$ cat src/rtl/ks_pkg.sv
// Shared constants, payload layout and FSM states for the timed message sequencer.
package ks_pkg;

    localparam int unsigned KS_ADDR_W    = 9;
    localparam int unsigned KS_MSG_W     = 32;
    localparam int unsigned KS_PANIC_BIT = 1;
    localparam int unsigned KS_PLUCK_BIT = 0;

    typedef struct packed {
        logic [KS_ADDR_W-1:0] addr;
        logic [KS_MSG_W-1:0]  msg;
    } ks_payload_t;

    typedef enum logic {
        IDLE,
        WAIT
    } ks_state_t;

    // Queue entry is {wait, addr, msg}; wait width is a block parameter.
    function automatic int unsigned ks_entry_w(input int unsigned wait_w);
        return wait_w + KS_ADDR_W + KS_MSG_W;
    endfunction

endpackage

$ cat src/rtl/ks_msg_fifo.sv
// Synchronous FIFO with occupancy count; clear has priority over push and pop.
module ks_msg_fifo #(
    parameter int unsigned DEPTH = 8,
    parameter int unsigned WIDTH = 8
) (
    input  logic                   clk,
    input  logic                   rst_n,
    input  logic                   clear,
    input  logic                   push,
    input  logic [WIDTH-1:0]       wdata,
    input  logic                   pop,
    output logic [WIDTH-1:0]       rdata,
    output logic                   full,
    output logic                   empty,
    output logic [$clog2(DEPTH):0] level
);

    localparam int unsigned AW = $clog2(DEPTH);
    localparam int unsigned LW = AW + 1;

    logic [WIDTH-1:0] mem [DEPTH];
    logic [AW-1:0]    wr_ptr;
    logic [AW-1:0]    rd_ptr;
    logic             do_push;
    logic             do_pop;

    assign full    = (level == LW'(DEPTH));
    assign empty   = (level == '0);
    assign do_push = push && !full && !clear;
    assign do_pop  = pop && !empty && !clear;
    assign rdata   = mem[rd_ptr];

    always_ff @(posedge clk) begin
        if (do_push) begin
            mem[wr_ptr] <= wdata;
        end
    end

    // Pointers wrap naturally since DEPTH is a power of two.
    always_ff @(posedge clk or negedge rst_n) begin
        if (!rst_n) begin
            wr_ptr <= '0;
            rd_ptr <= '0;
            level  <= '0;
        end else if (clear) begin
            wr_ptr <= '0;
            rd_ptr <= '0;
            level  <= '0;
        end else begin
            if (do_push) wr_ptr <= wr_ptr + AW'(1);
            if (do_pop)  rd_ptr <= rd_ptr + AW'(1);
            level <= level + LW'(do_push) - LW'(do_pop);
        end
    end

endmodule

$ cat src/rtl/ks_msg_seq.sv
// Timed message sequencer: queued messages issued one per frame after per-entry delays.
// Optional KS_SEQ_PANIC_BYPASS_EN: panic pushes skip the queue and issue at once.
module ks_msg_seq
    import ks_pkg::*;
#(
    parameter int unsigned DEPTH  = 8,
    parameter int unsigned WAIT_W = 16
) (
    input  logic                   lrck,
    input  logic                   rst_n,
    input  logic                   in_valid,
    output logic                   in_ready,
    input  logic [KS_ADDR_W-1:0]   in_addr,
    input  logic [KS_MSG_W-1:0]    in_msg,
    input  logic [WAIT_W-1:0]      in_wait,
    input  logic                   flush,
    output logic                   msg_en,
    output logic [KS_ADDR_W-1:0]   msg_addr,
    output logic [KS_MSG_W-1:0]    msg,
    output logic [$clog2(DEPTH):0] level,
    output logic                   busy
);

    localparam int unsigned EW = ks_entry_w(WAIT_W);
    localparam int unsigned LW = $clog2(DEPTH) + 1;

    logic              fifo_full;
    logic              fifo_empty;
    logic              fifo_push;
    logic              fifo_pop;
    logic              fifo_clear;
    logic [EW-1:0]     fifo_rdata;
    logic [LW-1:0]     level_d;
    logic              panic_c;

    ks_state_t         state_q;
    ks_state_t         state_d;
    logic [WAIT_W-1:0] hold_wait_q;
    logic [WAIT_W-1:0] hold_wait_d;
    ks_payload_t       hold_q;
    ks_payload_t       hold_d;
    ks_payload_t       out_d;
    logic              msg_en_d;
    logic              busy_d;

`ifdef KS_SEQ_PANIC_BYPASS_EN
    assign in_ready = !flush && (!fifo_full || in_msg[KS_PANIC_BIT]);
    assign panic_c  = in_valid && in_ready && in_msg[KS_PANIC_BIT];
`else
    assign in_ready = !flush && !fifo_full;
    assign panic_c  = 1'b0;
`endif

    assign fifo_push  = in_valid && in_ready && !panic_c;
    assign fifo_clear = flush || panic_c;

    ks_msg_fifo #(
        .DEPTH (DEPTH),
        .WIDTH (EW)
    ) u_fifo (
        .clk   (lrck),
        .rst_n (rst_n),
        .clear (fifo_clear),
        .push  (fifo_push),
        .wdata ({in_wait, in_addr, in_msg}),
        .pop   (fifo_pop),
        .rdata (fifo_rdata),
        .full  (fifo_full),
        .empty (fifo_empty),
        .level (level)
    );

    // Head FSM: load hold from the queue, count down, issue, chain next entry.
    always_comb begin
        state_d     = state_q;
        hold_wait_d = hold_wait_q;
        hold_d      = hold_q;
        fifo_pop    = 1'b0;
        msg_en_d    = 1'b0;
        out_d       = '{addr: msg_addr, msg: msg};

        if (fifo_clear) begin
            state_d = IDLE;
            if (panic_c) begin
                msg_en_d = 1'b1;
                out_d    = '{addr: in_addr, msg: in_msg};
            end
        end else begin
            case (state_q)
                IDLE: begin
                    if (!fifo_empty) begin
                        fifo_pop              = 1'b1;
                        {hold_wait_d, hold_d} = fifo_rdata;
                        state_d               = WAIT;
                    end
                end
                WAIT: begin
                    if (hold_wait_q != '0) begin
                        hold_wait_d = hold_wait_q - WAIT_W'(1);
                    end else begin
                        msg_en_d = 1'b1;
                        out_d    = hold_q;
                        if (!fifo_empty) begin
                            fifo_pop              = 1'b1;
                            {hold_wait_d, hold_d} = fifo_rdata;
                        end else begin
                            state_d = IDLE;
                        end
                    end
                end
                default: state_d = IDLE;
            endcase
        end

        level_d = fifo_clear ? '0 : (level + LW'(fifo_push) - LW'(fifo_pop));
        busy_d  = (level_d != '0) || (state_d == WAIT);
    end

    always_ff @(posedge lrck or negedge rst_n) begin
        if (!rst_n) begin
            state_q     <= IDLE;
            hold_wait_q <= '0;
            hold_q      <= '0;
            msg_en      <= 1'b0;
            msg_addr    <= '0;
            msg         <= '0;
            busy        <= 1'b0;
        end else begin
            state_q     <= state_d;
            hold_wait_q <= hold_wait_d;
            hold_q      <= hold_d;
            msg_en      <= msg_en_d;
            msg_addr    <= out_d.addr;
            msg         <= out_d.msg;
            busy        <= busy_d;
        end
    end

endmodule

$ cat config.mk
export PLATFORM = sky130hd
export DESIGN_NAME = ks_msg_seq
export DESIGN_NICKNAME = d
export VERILOG_FILES = /design/src/rtl/ks_pkg.sv /design/src/rtl/ks_msg_fifo.sv /design/src/rtl/ks_msg_seq.sv
export SDC_FILE = /design/constraint.sdc
export NUM_CORES = 1
export LEC_CHECK = 0
export ABC_AREA = 1
export ABC_CLOCK_PERIOD_IN_PS = 3900
export CAP_MARGIN = 25
export CORE_MARGIN = 10
export CORE_UTILIZATION = 45
export DETAILED_ROUTE_END_ITERATION = 8
export PLACE_DENSITY_LB_ADDON = 0.15
export SLEW_MARGIN = 5
export SYNTH_ARGS = -nofsm -noshare
export SYNTH_HDL_FRONTEND = slang
export SYNTH_SLANG_ARGS = --single-unit
$ cat constraint.sdc
create_clock -name lrck -period 3.9 [get_ports lrck]
set_clock_uncertainty 0.1 [all_clocks]
set_input_delay 0.39 -clock lrck [delete_from_list [all_inputs] [get_ports lrck]]
set_output_delay 0.39 -clock lrck [all_outputs]
set_load 0.005 [all_outputs]
==> reports/results.ini <==
[status]
run_status=finished, final reports clean

[cts]
cts_tree=yes
cts_buffers=59
cts.clk_slew.worst_paths_ns=0.06
postCtsHoldBufs=1
h-tree-depth=2
cts_setup_buffers=0
insertion_delay_ns=0.63
post_cts_resized=0
cts.sinks=567
cts_buffer_depth=3
clock-root-buffer=clkbuf_16

[timing]
min_period_ns=3.02
rsz0062_at_grt=no
slew_viol_final=0
fin_ws_ns=0.882
fin_hold_ws_ns=0.240
worst_slew_pin_slew_ns=1.02
clock.fmax_mhz=331
max_slew_margin_pct=31.9
finalHoldViolations=0
setup_viol=0
finalCritPeriodShare_pct=77.4

[grt]
grt_pass1_vias=14700
grt_pass1_wl_mm=82.5
grt-ovfl-total=0
grt_max_degree=209
antenna_found_initial=1
track_usage_pct=17.1

[power]
leakage_nw=10.1
finalPower_mw=17.7
powerDensity_nw_per_um2=655
switching_share_pct=33.7
clkPwrFrac_pct=30.1
ir_worst_vdd_mv=0.459
p_int_mw=11.7
power_frac_seq_pct=41.4
comb_power_share_pct=28.5
p_sw_mw=5.96

[floorplan]
die_y_um=248
dieArea_um2=61300
rows=83
start_util_pct=45.4
ios=109
die_w_um=248
coreArea_um2=51300

[detailed_routing]
ant_nets=0
drc=0
vias_per_cell=5.13
drtIter0Drc=1185
wl_per_cell_um=17.9
dr.pass1.iters=5
wirelength_mm=52.4
vias=15000

[worst_setup_path]
cp_max_fo=11
critPathRequiredTime_ns=4.29
path_class=register to register
cp-end-kind=register
critPathArrivalTime_ns=3.41
startpoint_type=register

[min_path]
holdCritPathClass=input pin to async pin

[layout]
final_cells=2923
final_cell_mix=edfxtp_1, nand2_1, nor2_1
final_common_cell=edfxtp_1
nets=2269
fin_util_pct=52.6
drive_above_1_share_pct=6.87
nFillCells=4437
syn_to_final_growth_pct=15.9

[placed_design]
port_buffers=108
dp_hpwl_mm=29.5
place_ws_ns=0.907
gp_congestion=0.827
dp_cells=2811

[yosys]
synth-seq-cells=567
synth-warning-count=0
avgSynthCellArea_um2=11.0
synth_top_flop_cell=edfxtp_1
syn_area_um2=23300
async_flop_share_pct=19.6
synth_cells=2112
synth_edf_count=456
synth_cell_type_count=30
synth_nets=2188
synth_seq_area_share_pct=70.7
netlist.area_leader.share_pct=58.8
netlist_top_cells_area=edfxtp_1, dfrtp_1, nand2_1, o21ai_0, nor2_1
yosys.area.top_type=edfxtp_1

[flow_run]
drv_cap=0

cell type report:
class | count | area [um^2] | area share [%]
Clock buffer | 89 | 1620 | 6.00
Inverter | 122 | 463 | 1.71
Timing Repair Buffer | 138 | 1470 | 5.44
Tap cell | 680 | 851 | 3.15
Clock inverter | 21 | 213 | 0.788
Sequential cell | 567 | 16500 | 61.0
Antenna cell | 1 | 2.50 | 0.00927
Multi-Input combinational cell | 1305 | 5910 | 21.9
state kept, by name, summed over array words and instances (netlist names):
signal and flops:
msg_addr 9, hold_wait_q 16, hold_q 41, msg 32, state_q 1, u_fifo.wr_ptr 3, u_fifo.mem 456, busy 1
u_fifo.level 4, u_fifo.rd_ptr 3, msg_en 1
routing by layer:
| layer | global-route usage (%) | routed length, um | share of wire [%] | up-vias |
|---|---|---|---|---|
| met5 | 0 | 0 | 0 | - |
| met4 | 4.81 | 949 | 1.8 | 0 |
| met3 | 2.78 | 2620 | 5.0 | 67 |
| met2 | 27.7 | 24700 | 47 | 316 |
| met1 | 23.5 | 24100 | 46 | 7305 |
| li1 | - | - | - | 7316 |
synthesized netlist by cell type, types with 2 or more instances:
cell type	number
edfxtp_1	456
nand2_1	428
nor2_1	361
o21ai_0	310
inv_1	122
dfrtp_1	111
nand3_1	92
clkbuf_1	69
o21ai_1	34
buf_2	30
o21ai_2	25
buf_1	13
ha_1	13
a21oi_1	10
nand4_1	5
nor2_2	5
xor2_1	4
a22oi_1	3
buf_6	3
nand2_2	3
xnor2_1	3
buf_8	2
fa_1	2
nand2_4	2
path summary, 6_finish.rpt:
path | from | end | slack, ns | cells after the start
hold / removal | rst_n | msg_addr[0]$_DFFE_PN0P_ | 0.24 | 2
setup / recovery | hold_wait_q[0]$_DFFE_PN0N_ | busy$_DFF_PN0_ | 0.88 | 15
max in group asynchronous | rst_n | u_fifo.rd_ptr[1]$_DFFE_PN0P_ | 2.58 | 3
hold reg to reg | msg[18]$_DFFE_PN0P_ | msg[18]$_DFFE_PN0P_ | 0.38 | 2
min in group lrck | in_valid | u_fifo.wr_ptr[2]$_DFFE_PN0P_ | 0.35 | 3
setup reg to reg | hold_wait_q[0]$_DFFE_PN0N_ | busy$_DFF_PN0_ | 0.88 | 15
worst max-delay path, cell delays in order (launching register included):
cell and delay, ns:
dfrtp_1 0.38, inv_1 0.11, ha_1 0.24, nand2_1 0.10
nor2_2 0.05, nand2_2 0.21, nand2_4 0.13, nand2_4 0.16
nor2_8 0.04, ha_1 0.27, inv_1 0.04, ha_1 0.21
fa_1 0.38, or2_2 0.30, nand3_1 0.07, nand4_1 0.09
cell families (layout without fill, tap and decap cells):
kind of cell | count (synthesis) | in the layout | share of synthesized area (%)
AOI/OAI and AO/OA | 384 | 384 | 8.69
other | 0 | 1 | 0
DFF | 567 | 567 | 70.7
xor gates and xnor gates | 7 | 7 | 0.263
adders and majority gates | 15 | 15 | 0.870
and+or+nand+nor | 899 | 899 | 15.3
buffers and inverters | 240 | 370 | 4.24
stage by stage:
stage               setup TNS [ns]  cell area (um^2)
floorplan                  -108.15             23300
CTS                              0             27000
global placement                 0             25200
finish                           0             27000
detailed placement               0             25200
global route                     0             27000
power by group through the flow:
stage          Sequential, mW  Clock (mW)  Combinational, mW
2_1_floorplan            7.39           0               3.63
3_3_place_gp             7.43           0               4.97
3_5_place_dp             7.45           0               5.06
4_1_cts                  7.33        5.45               5.09
5_1_grt                  7.38        5.71               5.78
6_report                 7.33        5.32               5.04
Power figures use the tool's default switching activity.
